--- config.mk ---
export PLATFORM = sky130hd
export DESIGN_NAME = iq_sample_packer
export DESIGN_NICKNAME = d
export VERILOG_FILES = /design/src/rtl/iq_pack_pkg.sv /design/src/rtl/iq_quantize.sv /design/src/rtl/iq_sample_packer.sv
export SDC_FILE = /design/constraint.sdc
export NUM_CORES = 1
export LEC_CHECK = 0
export ABC_AREA = 1
export BUFFER_PORTS_ARGS = -buffer_cell sky130_fd_sc_hd__buf_2
export CAP_MARGIN = 20
export CORE_ASPECT_RATIO = 2
export CORE_MARGIN = 4
export CORE_UTILIZATION = 55
export CTS_BUF_LIST = sky130_fd_sc_hd__clkbuf_4 sky130_fd_sc_hd__clkbuf_8
export DETAILED_ROUTE_END_ITERATION = 12
export PLACE_DENSITY = 0.93
export SYNTH_ARGS = -nofsm -noshare
export SYNTH_HDL_FRONTEND = slang
export SYNTH_SLANG_ARGS = --single-unit
--- constraint.sdc ---
create_clock -name clk -period 3.2 [get_ports clk]
set_input_delay 0.96 -clock clk [delete_from_list [all_inputs] [get_ports clk]]
set_output_delay 0.96 -clock clk [all_outputs]
set_load 0.01 [all_outputs]
--- src/rtl/iq_pack_pkg.sv ---
// Shared types and sizing helpers for the IQ quantise-and-pack datapath.
package iq_pack_pkg;

  typedef struct packed {
    logic [15:0] i;
    logic [15:0] q;
  } iq_pair_t;

  function automatic int slots(input int out_width, input int bits);
    return out_width / (2 * bits);
  endfunction

  function automatic int cnt_w(input int k);
    return (k < 1) ? 1 : $clog2(k + 1);
  endfunction

  // Half of the kept LSB, expressed in the 17-bit widened input domain.
  function automatic logic [16:0] half_lsb(input int bits);
    return 17'(1) << (15 - bits);
  endfunction

  function automatic logic [15:0] max_pos(input int bits);
    return (16'(1) << (bits - 1)) - 16'(1);
  endfunction

endpackage

--- src/rtl/iq_quantize.sv ---
// Reduces one signed 16-bit component to BITS bits by truncation or
// round-half-up with positive saturation.
module iq_quantize
  import iq_pack_pkg::*;
#(
  parameter int BITS  = 4,
  parameter int ROUND = 0
) (
  input  logic [15:0]     x_i,
  output logic [BITS-1:0] q_o,
  output logic            sat_o
);

  if (ROUND == 0 || BITS == 16) begin : g_trunc
    assign q_o   = x_i[15 -: BITS];
    assign sat_o = 1'b0;
    if (BITS < 16) begin : g_lsb
      logic unused_lsbs;
      assign unused_lsbs = ^x_i[15-BITS:0];
    end
  end else begin : g_round
    localparam logic [16:0] HALF = half_lsb(BITS);
    localparam logic [15:0] MAXP = max_pos(BITS);
    logic [16:0] y;
    logic        unused_bits;

    assign y = {x_i[15], x_i} + HALF;
    // A non-negative input that carries into bit 15 has overflowed the signed range.
    assign sat_o       = ~x_i[15] & (y[16:15] == 2'b01);
    assign q_o         = sat_o ? MAXP[BITS-1:0] : y[15 -: BITS];
    assign unused_bits = ^y[15-BITS:0];
  end

endmodule

--- src/rtl/iq_sample_packer.sv ---
// Quantises {I,Q} samples and packs K of them per output word, with packet
// flush on tlast, a registered output stage and a saturation event counter.
module iq_sample_packer
  import iq_pack_pkg::*;
#(
  parameter int IN_WIDTH  = 32,
  parameter int OUT_WIDTH = 32,
  parameter int BITS      = 4,
  parameter int ROUND     = 0
) (
  input  logic                                      clk,
  input  logic                                      reset,
  input  logic [IN_WIDTH-1:0]                       i_tdata,
  input  logic                                      i_tlast,
  input  logic                                      i_tvalid,
  output logic                                      i_tready,
  output logic [OUT_WIDTH-1:0]                      o_tdata,
  output logic                                      o_tlast,
  output logic [cnt_w(slots(OUT_WIDTH, BITS))-1:0]  o_tcount,
  output logic                                      o_tvalid,
  input  logic                                      o_tready,
  output logic [15:0]                               sat_count
);

  localparam int K  = slots(OUT_WIDTH, BITS);
  localparam int CW = cnt_w(K);
  localparam int SW = 2 * BITS;

  iq_pair_t        sample;
  logic [BITS-1:0] quant_i, quant_q;
  logic            sat_flag_i, sat_flag_q;
  logic            accept, word_done;
  logic [OUT_WIDTH-1:0] slot_word;

  logic [CW-1:0]        slot_q, slot_d;
  logic [OUT_WIDTH-1:0] acc_q, acc_d;
  logic [OUT_WIDTH-1:0] tdata_q, tdata_d;
  logic                 tlast_q, tlast_d;
  logic [CW-1:0]        tcount_q, tcount_d;
  logic                 tvalid_q, tvalid_d;
  logic [15:0]          sat_cnt_q, sat_cnt_d;

  assign sample = i_tdata;

  iq_quantize #(.BITS(BITS), .ROUND(ROUND)) u_quant_i (
    .x_i   (sample.i),
    .q_o   (quant_i),
    .sat_o (sat_flag_i)
  );

  iq_quantize #(.BITS(BITS), .ROUND(ROUND)) u_quant_q (
    .x_i   (sample.q),
    .q_o   (quant_q),
    .sat_o (sat_flag_q)
  );

  assign i_tready  = ~tvalid_q | o_tready;
  assign accept    = i_tvalid & i_tready;
  assign word_done = i_tlast | (slot_q == CW'(K - 1));

  // Slot 0 sits in the MSBs; later slots shift down by one slot width each.
  assign slot_word = (OUT_WIDTH'({quant_i, quant_q}) << (OUT_WIDTH - SW))
                     >> (SW * int'(slot_q));

  always_comb begin
    slot_d    = slot_q;
    acc_d     = acc_q;
    tdata_d   = tdata_q;
    tlast_d   = tlast_q;
    tcount_d  = tcount_q;
    tvalid_d  = tvalid_q;
    sat_cnt_d = sat_cnt_q;

    if (accept) begin
      sat_cnt_d = sat_cnt_q + 16'(sat_flag_i) + 16'(sat_flag_q);
    end

    if (accept && word_done) begin
      tdata_d  = acc_q | slot_word;
      tlast_d  = i_tlast;
      tcount_d = slot_q + CW'(1);
      tvalid_d = 1'b1;
      acc_d    = '0;
      slot_d   = '0;
    end else begin
      if (accept) begin
        acc_d  = acc_q | slot_word;
        slot_d = slot_q + CW'(1);
      end
      if (tvalid_q && o_tready) begin
        tvalid_d = 1'b0;
      end
    end
  end

  always_ff @(posedge clk or posedge reset) begin
    if (reset) begin
      slot_q    <= '0;
      acc_q     <= '0;
      tdata_q   <= '0;
      tlast_q   <= 1'b0;
      tcount_q  <= '0;
      tvalid_q  <= 1'b0;
      sat_cnt_q <= '0;
    end else begin
      slot_q    <= slot_d;
      acc_q     <= acc_d;
      tdata_q   <= tdata_d;
      tlast_q   <= tlast_d;
      tcount_q  <= tcount_d;
      tvalid_q  <= tvalid_d;
      sat_cnt_q <= sat_cnt_d;
    end
  end

  assign o_tdata   = tdata_q;
  assign o_tlast   = tlast_q;
  assign o_tcount  = tcount_q;
  assign o_tvalid  = tvalid_q;
  assign sat_count = sat_cnt_q;

endmodule

=== After elaboration in Yosys (flattened, before gate mapping) ===
Index checks and enable logic that the tools add are counted.
W data, S select, Z words.

* Logic and storage cells: 24
* Register bits after elaboration: 72
* Output and inout bits: 54

* Equal/unequal tests: 1
* Reductions and logical operators: 4
* Mux-type cells: 6
* Bitwise operators: 5
* Shifts and indexed selects: 1
* Add/subtract/negate cells: 1

{| class="wikitable"
|+ Operator list
! cell !! count
|-
| $mux W32 || 2
|-
| $or A32 B32 Y32 || 1
|-
| $shr A32 B6 Y32 || 1
|-
| $mux W3 || 2
|-
| $reduce_bool A2 Y1 || 2
|-
| $add A3 B1 Y3 const B || 1
|-
| $eq A3 B2 Y1 const B || 1
|-
| $logic_and A1 B1 Y1 || 2
|-
| $mux W1 || 2
|-
| $or A1 B1 Y1 || 2
|-
| $and A1 B1 Y1 || 1
|-
| $not A1 Y1 || 1
|}

=== Depth between registers and ports, before layout ===
* Word-level depth: 5
* Depth in mapped cells: 9
* Gate-level depth less buffers: 8

=== By module ===
From an unflattened synthesis, not the netlist that was laid out.

* Cells, all modules: 450
* Area, all modules: 4,038.9 um2

{| class="wikitable"
|+ Modules (own cells, without submodules)
! module !! times used !! area each (um2) !! cells an instance
|-
| iq_sample_packer || 1 || 3,956.3 || 438
|-
| iq_quantize || 2 || 41.3 || 6
|}

=== Worst setup path before layout ===
No wires, ideal clock.

* Kind: input -> output
* Start point: input port o_tready
* End point: output port i_tready
* Arrival: 1,090 ps
* Buffers on the path: 0
* Stages: 2
* Setup slack: 1,150 ps
* Path through: inv_1 nand2_2

* Word-level cells in the longest chain between the ends: 1

{| class="wikitable"
|+ RTL lines
! element !! RTL line !! RTL
|-
| start: declaration || iq_sample_packer.sv:21 || <nowiki>input logic o_tready,</nowiki>
|-
| $or A1 B1 Y1 || iq_sample_packer.sv:57 || <nowiki>assign i_tready = ~tvalid_q | o_tready;</nowiki>
|-
| end: declaration || iq_sample_packer.sv:16 || <nowiki>output logic i_tready,</nowiki>
|}

No other way between the ends.

=== Worst setup path after layout ===
Same ends and word-level chain as after synthesis.

==> reports/metrics.csv <==
metric,value,unit
outcome,"complete, no violations",
total negative setup slack,0,ns
clock-pin transition on the worst setup and hold timing paths,0.07,ns
critical path data arrival time,1.33,ns
floorplan die height,123,um
post-synthesis instance total,509,
via count of the first global-routing pass,2915,
mean instance size in the synthesized netlist,7.18,um^2
core utilization of the finished layout,64.4,%
number of rows created at floorplan,41,
setup skew after layout,0.00402,ns
area overhead of the layout relative to synthesis,12.2,%
top_reg_cell synth,sky130_fd_sc_hd__dfrtp_1,
Inserted Diodes,0,
cell area after technology mapping,3650,um^2
sum of overflow across all layers after global routing,0,
die span in x,65.6,um
CORE AREA,6360,um^2
post-cts hold buffer count,0,
Critical Path Fanout Max,4,
critical hold path startpoint,o_tlast,
Final Cell Area,4100,um^2
number of clock sinks,72,
worst vdd ir,490,uV
kind of critical path,primary input to output port,
DRT iter0 DRCs,192,
startpoint of the worst register-to-register path,slot_q[0],
number of placed cells counting well taps,632,
number of standard cells in the final layout excluding fillers,648,
static leakage,2.59,nW
highest clock rate,0.437,GHz
count of fill cells added during filler insertion,551,
TritonCTS clock tree,built,
total count of hold-check failures in the final report,0,
total DRC errors in the routed layout,0,
pin count of the biggest net entering global routing,73,
fraction of the yosys area taken by sequential cells,49.3,%
DR vias,3007,
HPWL after detailed placement,5150,um
worst min-delay path category,flop to flop,
share of cells above drive strength 1,15.7,%
clock tree root driver cell,sky130_fd_sc_hd__clkbuf_8,
level count of the clock H-tree,3,
I/O pin cnt,91,
number of antenna violations at the first check in global routing,0,
wire length of the first global-routing pass,12700,um
RD Place Congestion,0.842,
critical path endpoint category,output port,
pins over their slew limit,0,
total setup violations reported at the end of the flow,0,
routed wire length,7590,um
master of the slowest instance on the critical path,sky130_fd_sc_hd__buf_2,
"EDFF count, synth",0,
relative slew slack,57.5,%
Clock Latency Late Sink,0.35,ns
required time at the endpoint of the critical path,2.24,ns
Worst path most repeated cell,sky130_fd_sc_hd__buf_2,
number of buffers between clock root and the deepest sink,2,
cells traversed along the worst timing path,buf_2 -> inv_1 -> nand2_2 -> buf_2,
drt via density,4.64,
total number of nets in the final design,596,
cell area after placement,3890,um^2
yosys synthesis warning count,0,
fin crit share,71.5,%
Total Die Area,8090,um^2
time the final worst path needs with I/O delays and setup,2.29,ns
Synth cell types,19,
remaining number of nets flagged by the antenna check after routing,0,
starting density of the core,57.4,%
routed len/inst,11.7,um
number of buffers inserted by post-CTS setup repair,0,
number of detailed-routing iterations run before antenna repair,4,
flip-flop and latch count after synthesis,72,
largest stage delay on the critical path,0.15,ns
fraction of synthesis flops using an asynchronous set or reset pin,100,%
Post-CTS Resized,0,
number of I/O port buffers,50,
Max Cap Violations,0,
slew at the pin closest to its max-slew limit,0.637,ns
flop2flop setup slack,0.98,ns
Worst setup SP type,primary input,
CP startpoint,o_tready,
overall fraction of global-route tracks in use,20.6,%
setup repair after global routing missed its margin,false,
number of buffers created by CTS,9,
power per standard cell area,634,nW/um^2
stage by stage:
stage / setup WS [ns] / hold WS (ns) / power (W)
floorplan: 0.415 / 0.481 / 0.00169
global placement: 0.886 / 0.450 / 0.00187
detailed placement: 0.819 / 0.455 / 0.00190
CTS: 0.909 / 0.473 / 0.00262
global route: 0.818 / 0.500 / 0.00277
finish: 0.911 / 0.471 / 0.00260
placed cells by master (no fill, tap or decap), types with 3 or more instances in the layout:
cell                       instances
sky130_fd_sc_hd__inv_2             5
sky130_fd_sc_hd__nor2_1           63
sky130_fd_sc_hd__inv_1            68
sky130_fd_sc_hd__nand2_1         251
sky130_fd_sc_hd__dfrtp_1          72
sky130_fd_sc_hd__buf_2            50
sky130_fd_sc_hd__clkbuf_8         14
sky130_fd_sc_hd__nand2_4           4
sky130_fd_sc_hd__conb_1           16
sky130_fd_sc_hd__nor2_4            3
sky130_fd_sc_hd__buf_12            3
worst paths after layout:
path / endpoint / cells past startpoint
setup / recovery: i_tready / 4
hold / removal: o_tlast / 2
setup reg to reg: o_tdata[3] / 9
hold reg to reg: o_tlast / 2
max in group asynchronous: o_tdata[12] / 3
min in group asynchronous: o_tvalid / 3
sequential cells by signal, indices dropped and copies added, names as in the netlist:
register / flops
o_tvalid: 1
slot_q: 3
o_tlast: 1
o_tcount: 3
acc_q: 32
o_tdata: 32
critical path, delay by kind of cell:
family	cells	cell delay, ns
buffers and inverters	3	0.30
AND/OR/NAND/NOR	1	0.07
cells by family (layout without fill, tap and decap cells):
logic type                 Yosys count  after routing  share of synthesized area (%)
adders and majority gates            2              2                          0.685
DFF                                 72             72                           49.3
and+or+nand+nor                    327            327                           35.5
buffers and inverters              107            145                           14.4
other                                1             16                          0.103
layer usage:
layer / global-route usage [%] / share of wire [%]
met4: 15.1 / 4.9
met5: 0 / 0
met2: 35.1 / 50
met1: 22.0 / 39
met3: 4.00 / 5.9
report_power, final:
part / switching [W] / internal, W / leakage [nW] / total, W
registers: 0.0000834 / 0.00107 / 0.968 / 0.00115
clock network: 0.000324 / 0.000385 / 0.108 / 0.000709
logic: 0.000485 / 0.000250 / 1.52 / 0.000736
cell usage after synthesis, types with 2 or more instances:
master                     instances  area share [%]
sky130_fd_sc_hd__inv_1            69             7.1
sky130_fd_sc_hd__clkbuf_1          2            0.21
sky130_fd_sc_hd__nor2_2            2            0.34
sky130_fd_sc_hd__buf_2             5            0.69
sky130_fd_sc_hd__buf_4            22             4.5
sky130_fd_sc_hd__nand2_2           2            0.34
sky130_fd_sc_hd__inv_2             4            0.41
sky130_fd_sc_hd__ha_1              2            0.69
sky130_fd_sc_hd__nand2_4           4             1.2
sky130_fd_sc_hd__dfrtp_1          72              49
sky130_fd_sc_hd__nand2_1         251              26
sky130_fd_sc_hd__nor2_4            3            0.92
sky130_fd_sc_hd__buf_6             3            0.92
sky130_fd_sc_hd__nor2_1           63             6.5
area by class of cell:
type	instances	area, um^2	share of cell area (%)
well taps	86	108	2.63
clock inverters	2	10.0	0.244
clock buffers	14	193	4.70
inverters	74	278	6.78
flip-flops and latches	72	1800	44.0
repair buffers	55	325	7.94
multi-input cells	345	1380	33.7
No activity file was read; power rests on OpenSTA's default activity.
